--- config.mk ---
export PLATFORM = sky130hd
export DESIGN_NAME = channel_control
export DESIGN_NICKNAME = d
export VERILOG_FILES = /design/src/rtl/apu_pkg.sv /design/src/rtl/frame_sequencer.sv /design/src/rtl/channel_control.sv
export SDC_FILE = /design/constraint.sdc
export NUM_CORES = 1
export LEC_CHECK = 0
export BUFFER_PORTS_ARGS = -buffer_cell sky130_fd_sc_hd__clkbuf_2
export CORE_MARGIN = 1.5
export CORE_UTILIZATION = 40
export DETAILED_ROUTE_END_ITERATION = 12
export HOLD_SLACK_MARGIN = 0.15
export PLACE_DENSITY = 0.68
export SYNTH_ARGS = -nofsm -noshare
export SYNTH_HDL_FRONTEND = slang
export SYNTH_SLANG_ARGS = --single-unit
--- constraint.sdc ---
create_clock -name clk -period 2.3 [get_ports clk]
set_input_delay 0 -clock clk [delete_from_list [all_inputs] [get_ports clk]]
set_output_delay 0 -clock clk [all_outputs]
set_load 0.02 [all_outputs]
--- src/rtl/apu_pkg.sv ---
// Shared constants for the pulse-channel control slice: register map,
// frame-sequencer step masks and length-counter helpers.
package apu_pkg;

  localparam logic [2:0] ADDR_NRX1   = 3'd0;
  localparam logic [2:0] ADDR_NRX2   = 3'd1;
  localparam logic [2:0] ADDR_NRX3   = 3'd2;
  localparam logic [2:0] ADDR_NRX4   = 3'd3;
  localparam logic [2:0] ADDR_STATUS = 3'd4;

  // Bit n of each mask is set when entering frame step n fires that strobe.
  localparam logic [7:0] LENGTH_STEP_MASK = 8'b0101_0101;
  localparam logic [7:0] SWEEP_STEP_MASK  = 8'b0100_0100;
  localparam logic [7:0] ENV_STEP_MASK    = 8'b1000_0000;

  localparam logic [2:0] RESET_STEP = 3'd7;
  localparam logic [6:0] LENGTH_MAX = 7'd64;

  // Unreadable register bits float high on the bus.
  localparam logic [7:0] OPEN_BUS = 8'hFF;

  function automatic logic [6:0] length_load(input logic [5:0] len);
    return LENGTH_MAX - {1'b0, len};
  endfunction

  function automatic logic dac_enabled(input logic [7:0] nrx2);
    return nrx2[7:3] != 5'd0;
  endfunction

endpackage

--- src/rtl/frame_sequencer.sv ---
// Divides the 512 Hz strobe into the 256/128/64 Hz length, sweep and
// envelope strobes using an 8-step frame counter.
module frame_sequencer
  import apu_pkg::*;
(
  input  logic clk,
  input  logic reset,
  input  logic tick_512,
  output logic length_tick_256,
  output logic sweep_tick_128,
  output logic env_tick_64
);

  logic [2:0] step;
  logic [2:0] next_step;

  assign next_step = step + 3'd1;

  // Strobes are registered off the step being entered, so they appear one
  // cycle after the tick and last exactly one cycle.
  always_ff @(posedge clk or posedge reset) begin
    if (reset) begin
      step            <= RESET_STEP;
      length_tick_256 <= 1'b0;
      sweep_tick_128  <= 1'b0;
      env_tick_64     <= 1'b0;
    end else begin
      length_tick_256 <= tick_512 & LENGTH_STEP_MASK[next_step];
      sweep_tick_128  <= tick_512 & SWEEP_STEP_MASK[next_step];
      env_tick_64     <= tick_512 & ENV_STEP_MASK[next_step];
      if (tick_512) begin
        step <= next_step;
      end
    end
  end

endmodule

--- src/rtl/channel_control.sv ---
// Register interface, length counter and on/off control for one pulse
// channel, driven by the shared frame sequencer.
module channel_control
  import apu_pkg::*;
(
  input  logic        clk,
  input  logic        reset,
  input  logic        tick_512,
  input  logic        wr_en,
  input  logic [2:0]  wr_addr,
  input  logic [7:0]  wr_data,
  input  logic [2:0]  rd_addr,
  output logic [7:0]  rd_data,
  output logic        trigger,
  output logic        env_tick_64,
  output logic        sweep_tick_128,
  output logic        length_tick_256,
  output logic [3:0]  starting_volume,
  output logic        envelope_add,
  output logic [2:0]  env_period,
  output logic [1:0]  duty,
  output logic [10:0] frequency,
  output logic        dac_on,
  output logic        channel_on
);

  logic [1:0] duty_q;
  logic [7:0] nrx2;
  logic [7:0] nrx3;
  logic       length_enable;
  logic [2:0] freq_hi;
  logic [6:0] len_cnt;

  logic wr_nrx1;
  logic wr_nrx2;
  logic wr_nrx3;
  logic wr_nrx4;
  logic trig_wr;
  logic len_dec;

  frame_sequencer u_frame_sequencer (
    .clk             (clk),
    .reset           (reset),
    .tick_512        (tick_512),
    .length_tick_256 (length_tick_256),
    .sweep_tick_128  (sweep_tick_128),
    .env_tick_64     (env_tick_64)
  );

  assign wr_nrx1 = wr_en && (wr_addr == ADDR_NRX1);
  assign wr_nrx2 = wr_en && (wr_addr == ADDR_NRX2);
  assign wr_nrx3 = wr_en && (wr_addr == ADDR_NRX3);
  assign wr_nrx4 = wr_en && (wr_addr == ADDR_NRX4);
  assign trig_wr = wr_nrx4 && wr_data[7];

  // A length load or a trigger in the same cycle overrides the decrement.
  assign len_dec = length_tick_256 && length_enable && (len_cnt != 7'd0)
                   && !wr_nrx1 && !trig_wr;

  always_ff @(posedge clk or posedge reset) begin
    if (reset) begin
      duty_q        <= 2'd0;
      nrx2          <= 8'd0;
      nrx3          <= 8'd0;
      length_enable <= 1'b0;
      freq_hi       <= 3'd0;
    end else begin
      if (wr_nrx1) begin
        duty_q <= wr_data[7:6];
      end
      if (wr_nrx2) begin
        nrx2 <= wr_data;
      end
      if (wr_nrx3) begin
        nrx3 <= wr_data;
      end
      if (wr_nrx4) begin
        length_enable <= wr_data[6];
        freq_hi       <= wr_data[2:0];
      end
    end
  end

  always_ff @(posedge clk or posedge reset) begin
    if (reset) begin
      len_cnt <= 7'd0;
    end else if (wr_nrx1) begin
      len_cnt <= length_load(wr_data[5:0]);
    end else if (trig_wr) begin
      if (len_cnt == 7'd0) begin
        len_cnt <= LENGTH_MAX;
      end
    end else if (len_dec) begin
      len_cnt <= len_cnt - 7'd1;
    end
  end

  // NRx2 cannot change in a trigger cycle, so the stored DAC state is the
  // post-write value the trigger must copy.
  always_ff @(posedge clk or posedge reset) begin
    if (reset) begin
      trigger    <= 1'b0;
      channel_on <= 1'b0;
    end else begin
      trigger <= trig_wr;
      if (trig_wr) begin
        channel_on <= dac_on;
      end else if (wr_nrx2 && !dac_enabled(wr_data)) begin
        channel_on <= 1'b0;
      end else if (len_dec && (len_cnt == 7'd1)) begin
        channel_on <= 1'b0;
      end
    end
  end

  assign dac_on          = dac_enabled(nrx2);
  assign starting_volume = nrx2[7:4];
  assign envelope_add    = nrx2[3];
  assign env_period      = nrx2[2:0];
  assign duty            = duty_q;
  assign frequency       = {freq_hi, nrx3};

  always_comb begin
    rd_data = OPEN_BUS;
    case (rd_addr)
      ADDR_NRX1:   rd_data = {duty_q, 6'h3F};
      ADDR_NRX2:   rd_data = nrx2;
      ADDR_NRX3:   rd_data = OPEN_BUS;
      ADDR_NRX4:   rd_data = {1'b1, length_enable, 6'h3F};
      ADDR_STATUS: rd_data = {7'b0, channel_on};
      default:     rd_data = OPEN_BUS;
    endcase
  end

endmodule
==> results.ini, run 1 <==
[yosys]
yosysWarnings=0
synth_cells=179
ys_ff_latch=37
yosysTopAreaCell=dfrtp_1
synthArstFlopShare=1.00
yosys-top-cells-area=dfrtp_1, mux2_2, ha_1
synth.most_common_cell=dfrtp_1
yosysUniqueCellTypes=47
synth_edf_count=0
netlist_area_um2=1990
ys_top_cells_by_count=dfrtp_1, mux2_2, nand2_1
syn_area_per_cell_um2=11.1
syn_nets=204
synthFlopType=dfrtp_1
yosysTopAreaCellShare=0.427
ys_seq_area_frac=0.467

[power]
ir_drop_mv=0.586
p_leak_nw=1.20
powerDensity_nw_per_um2=929

[run_status]
status=finished, final reports clean

[setup_path]
worstPathMaxFanout=6
r2r_setup_slack_ps=320
worst_setup_path_start_kind=register
crit_path_end_kind=register
crit_type=reg -> reg
arrival_ps=2150
reg2reg_depth=7
critical_path_required_ps=2470

[route]
drc=0
routed_wirelength_um=4510
drtIter0Drc=98
vias=1610
vias_per_cell=5.13
drtAntennaViolNets=0
wire_per_inst_um=14.4
drtPass1Iterations=4

[global_route]
grt_pass1_vias=1512
grt_usage=0.176
grt_first_pass_wirelength_um=7220
antenna_found_initial=0
grt_max_degree=38
grt_overflow=0

[timing]
fin_crit_sh=0.860
rsz0062_at_grt=false
whs_ps=158
finalMaxSlewViolations=0
worst_slack_ps=322
final_hold_viol_count=0
finalSetupViolations=0
tightest_slew_ps=720
min_period_ps=1980
fmax_mhz=506
finClkSkew_ps=8.21
setup_tns_ps=0
max-slew-margin-rel=0.518

[floorplanning]
fp.dieW_um=73.5
core-area_um2=4750
die_area_um2=5410
rows=25
io_pins=53
die_height_um=73.5
start_util=0.419

[place]
pre_cts_slack_ps=343
placed_area_um2=2330
dpl.hpwl_um=3230
io_buffers=52
globalplace.congestion=0.805

[clock_tree]
cts_tree=yes
cts_buffer_depth=2
cts_made_buffers=5
clk_latency_ps=280
cts.sinks=37
clkTransAtPathRegs_ps=80
cts_root_buf=clkbuf_8
cts_setup_buffers=0
htreeDepth=2

[final_layout]
layout.nets=271
fin_area_um2=2520
fillCellCount=445
antenna_cells=0
area_growth_pct=26.7
fin_util=0.530
drive_gt1_frac=0.389

[flow_run]
maxCapViolCount=0

[worst_hold_path]
min_path_cells=3
hp-class=in -> reg

metrics by stage:
stage               instances  power [W]
global placement          296    0.00186
CTS                       314    0.00237
detailed placement        296    0.00188
finish                    314    0.00234
global route              314    0.00251
floorplan                 179    0.00161
area by class of cell:
| class | instances | area, um^2 | share of cell area |
|---|---|---|---|
| clock buffers | 8 | 90.1 | 0.0357 |
| repair buffers | 63 | 368 | 0.146 |
| flip-flops and latches | 37 | 930 | 0.369 |
| multi-input cells | 130 | 1020 | 0.403 |
| inverters | 9 | 33.8 | 0.0134 |
| well taps | 67 | 83.8 | 0.0333 |
routing by layer:
metal | up-vias | global-route usage | part of all wire
li1 | 772 | - | -
met1 | 783 | 0.249 | 0.46
met2 | 46 | 0.260 | 0.48
met3 | 9 | 0.0508 | 0.044
met4 | 0 | 0.0556 | 0.017
met5 | - | 0 | 0
what timing repair did:
action	4_1_cts	5_1_grt
hold buffers	10	0
gates resized for setup	0	0
endpoints found under the setup margin	0	0
hold endpoints to repair	63	0
cell usage in the layout (no fill, tap or decap), types with 6 or more instances in the layout:
master and n:
dfrtp_1 34, dlygate4sd3_1 10, nor2_1 14, nand2_1 15, inv_1 9, mux2_2 19
clkbuf_2 52, clkbuf_8 6, ha_1 7
kinds of logic (layout without fill, tap and decap cells):
| logic type | count (synthesis) | in the layout | synth area share |
|---|---|---|---|
| AOI/OAI and AO/OA | 33 | 33 | 0.133 |
| xor gates and xnor gates | 8 | 8 | 0.0352 |
| muxes | 21 | 21 | 0.120 |
| adders and majority gates | 7 | 7 | 0.0440 |
| DFF | 37 | 37 | 0.467 |
| and+or+nand+nor | 61 | 61 | 0.178 |
| buffers and inverters | 12 | 80 | 0.0226 |
power breakdown:
group,internal [W],switching [W]
Combinational,0.000374,0.000482
Clock,0.000244,0.000217
Sequential,0.000853,0.000172
worst paths after layout:
| path | to | from |
|---|---|---|
| setup / recovery | len_cnt[0] | len_cnt[0] |
| hold / removal | freq_hi[1] | wr_addr[2] |
| setup reg to reg | len_cnt[0] | len_cnt[0] |
| hold reg to reg | freq_hi[0] | freq_hi[0] |
| max in group asynchronous | u_frame_sequencer.step[2] | reset |
| min in group asynchronous | len_cnt[0] | reset |
flip-flops by register name, summed over array words and instances (netlist names):
signal	count
nrx2	8
nrx3	8
len_cnt	7
freq_hi	3
u_frame_sequencer.step	3
duty	2
channel_on	1
length_enable	1
trigger	1
u_frame_sequencer.env_tick_64	1
u_frame_sequencer.length_tick_256	1
u_frame_sequencer.sweep_tick_128	1
worst max-delay path: stages, from the launching register on:
cell and delay, ps:
dfrtp_1 430, inv_1 90, ha_1 210, and2b_2 220, a31oi_2 290, nor2_1 120, nor2_4 190, mux2_4 310
No activity file was read; power rests on OpenSTA's default activity.
==> run 2, diff against run 1 <==
--- a/config.mk
+++ b/config.mk
@@ -6,11 +6,11 @@
 export NUM_CORES = 1
 export LEC_CHECK = 0
 export BUFFER_PORTS_ARGS = -buffer_cell sky130_fd_sc_hd__clkbuf_2
-export CORE_MARGIN = 1.5
 export CORE_UTILIZATION = 40
 export DETAILED_ROUTE_END_ITERATION = 12
 export HOLD_SLACK_MARGIN = 0.15
 export PLACE_DENSITY = 0.68
 export SYNTH_ARGS = -nofsm -noshare
 export SYNTH_HDL_FRONTEND = slang
+export SYNTH_HIERARCHICAL = 1
 export SYNTH_SLANG_ARGS = --single-unit
==> run 2 against run 1 <==
Effect of this change: clock skew decreased by 4.9 ps; clock power increased by 23%; worst setup slack improved by 240 ps; via count decreased by 2.2%; flip-flop and latch count unchanged; cell area increased by 1.2%; wire length decreased by 5.8%; critical endpoint is now len_cnt[1]; highest routed layer unchanged; area after synthesis increased by 0.75%; register-to-register slack improved by 240 ps; count of clock-buffer cells in the layout decreased by 3; global-route usage increased by 0.080 points; utilization increased by 0.28 points.
==> results.ini, run 2 <==
[run_status]
status=finished, final reports clean

[power]
ir_drop_mv=0.568  ; -3.2%
p_leak_nw=1.20  ; +0.32%
powerDensity_nw_per_um2=938  ; +0.93%

[final_layout]
fillCellCount=423  ; -4.9%
ff_latch_area_um2=930  ; unchanged
layout_commonest_cell=clkbuf_2
reg_top3=nrx2 x8, nrx3 x8, len_cnt x7
fin_util=0.533  ; +0.00281
multi_input_area_um2=1010  ; -0.74%
layout.nets=275  ; +1.5%
layout_common_cells=clkbuf_2, dfrtp_1, mux2_2
antenna_cells=0  ; unchanged
area_growth_pct=27.2
drive_gt1_frac=0.386  ; -0.00221

[place]
io_buffers=52  ; unchanged
dpl.hpwl_um=3080  ; -4.5%
globalplace.congestion=0.841  ; +4.4%

[timing]
finalMaxSlewViolations=0  ; unchanged
final_hold_viol_count=0  ; unchanged
max-slew-margin-rel=0.494  ; -0.0237
tightest_slew_ps=755  ; +35.3 ps
fmax_mhz=577  ; +14%
fin_crit_sh=0.754  ; -0.106
finalSetupViolations=0  ; unchanged
setup_tns_ps=0  ; unchanged
finClkSkew_ps=3.29  ; -4.91 ps
min_period_ps=1730  ; -244 ps
rsz0062_at_grt=false

[setup_path]
worst_setup_path_start_kind=register
crit_chain=nor4_1, and2_2, o22ai_4, a211oi_1, a21oi_1
reg2reg_depth=5  ; -2
worstPathMaxFanout=10  ; +4
crit_type=reg -> reg
arrival_ps=1890  ; -260 ps
crit_path_end_kind=register
crit_slowest_cell=nor4_1
max_stage_delay_ps=480  ; +50 ps
critical_path_required_ps=2460  ; about the same

[route]
vias=1574  ; -2.2%
drtIter0Drc=41  ; -58%
drtAntennaViolNets=0  ; unchanged
routed_wirelength_um=4250  ; -5.8%
vias_per_cell=4.95  ; -3.5%
drc=0  ; unchanged
drtPass1Iterations=4  ; unchanged
wire_per_inst_um=13.4  ; -7.0%

[floorplanning]
die_height_um=72.8  ; -1.0%
die_area_um2=5300  ; -2.0%
fp.dieW_um=72.8  ; -1.0%
io_pins=53  ; unchanged
rows=25  ; unchanged
core-area_um2=4790  ; +0.66%
start_util=0.419  ; about the same

[yosys]
synthXorXnorAreaFrac=0.0306  ; -0.00463
synth_top_family_by_area=simple AND/OR/NAND/NOR gates
yosys-top-cells-area=dfrtp_1, mux2_2, ha_1
synthArstFlopShare=1.00  ; unchanged
synth-simple-area-share=0.164  ; -0.0138
yosysUniqueCellTypes=47  ; unchanged
yosysTopAreaCellShare=0.424  ; -0.00320
muxShareOfSynthArea=0.118  ; -0.00215
netlist_area_um2=2010  ; +0.75%
ys_seq_area_frac=0.464  ; -0.00350
synth_cells=183  ; +2.2%
yosysTopAreaCell=dfrtp_1
synth.most_common_cell=dfrtp_1
synth_fa_ha_area_frac=0.0437  ; -0.000329
syn_nets=208  ; +2.0%
synth_edf_count=0  ; unchanged
ys_ff_latch=37  ; unchanged
syn_area_per_cell_um2=11.0  ; -1.4%
synthFlopType=dfrtp_1
ys_top_cells_by_count=dfrtp_1, mux2_2, nor2_1
synth_compound_area_frac=0.147  ; +0.0134
yosysWarnings=6  ; +6

[global_route]
antenna_found_initial=0  ; unchanged
grt_first_pass_wirelength_um=7090  ; -1.7%
grt_usage=0.177  ; +0.000797
grt_max_degree=32  ; -16%
grt_overflow=0  ; unchanged
grt_pass1_vias=1475  ; -2.4%

[flow_run]
maxCapViolCount=0  ; unchanged

[clock_tree]
cts.sinks=37  ; unchanged
cts_resized=0  ; unchanged
cts_buffer_depth=2  ; unchanged
clk_latency_ps=290  ; about the same
cts_tree=yes
clkTransAtPathRegs_ps=80  ; about the same
cts_made_buffers=5  ; unchanged
htreeDepth=2  ; unchanged
cts_root_buf=clkbuf_8

[worst_hold_path]
hp-class=in -> async

[run 2: cell count changes after synthesis, sizes merged, moves of 3 or more]
cell	change
o21ai	+4
nand2	-6
a21oi	+3
and2	+3
a2bb2oi	-3
[run 2: repair_timing]
item / in CTS / in global routing
hold endpoints to repair: 66 / 0
buffers inserted: 0 / 0
setup endpoints to repair: 0 / 0
hold buffers: 10 / 0
[run 2: path summary, 6_finish.rpt]
check	startpoint	end	slack, ps
worst max register to register	len_cnt[2]	len_cnt[1]	570
worst min register to register	u_frame_sequencer/step[2]	u_frame_sequencer/step[2]	500
worst max-delay path	len_cnt[2]	len_cnt[1]	570
worst min-delay path	reset	u_frame_sequencer/length_tick_256	160
max in group asynchronous	reset	trigger	1670
min in group clk	wr_en	freq_hi[0]	300
[run 2: report_power, final]
group / switching, W / leakage [nW] / internal, W
clock: 0.000243 / 0.0585 / 0.000325
sequential: 0.000151 / 0.447 / 0.000856
combinational: 0.000467 / 0.695 / 0.000351
[run 2: per-stage QoR]
step | cell area [um^2] | total power [W] | setup slack [ps] | hold WS [ps] | instances
final | 2550 | 0.00239 | 566 | 164 | 318
after global placement | 2340 | 0.00181 | 674 | -87.6 | 300
after floorplan | 2010 | 0.00157 | 754 | -211 | 183
after detailed placement | 2340 | 0.00182 | 602 | -77.3 | 300
after global routing | 2550 | 0.00257 | 419 | 175 | 318
after CTS | 2550 | 0.00242 | 577 | 159 | 318
[run 2: kinds of logic (layout without fill, tap and decap cells)]
family                     after synthesis  after routing
xor gates and xnor gates                 7              7
and+or+nand+nor                         55             55
muxes                                   21             21
buffers and inverters                   15             83
AOI/OAI and AO/OA                       41             41
DFF                                     37             37
adders and majority gates                7              7
[run 2: cell type report]
cell class	count	area share
clock buffer	5	0.0270
clock inverter	3	0.0172
inverter	11	0.0162
multi-input combinational	131	0.395
sequential	37	0.364
tap	67	0.0329
timing repair buffer	64	0.147
[run 2: per-layer routing]
metal | wire (um) | vias up | track usage
met5 | 0 | - | 0
met4 | 24 | 0 | 0.0632
met3 | 151 | 4 | 0.0497
met2 | 1990 | 32 | 0.261
met1 | 2080 | 759 | 0.250
li1 | - | 779 | -
[run 2: worst max-delay path, delay by kind of cell (launching register included)]
kind             cells  cell delay (ps)
AND/OR/NAND/NOR      2              760
AO/OA/AOI/OAI        3              420
flip-flops           1              420
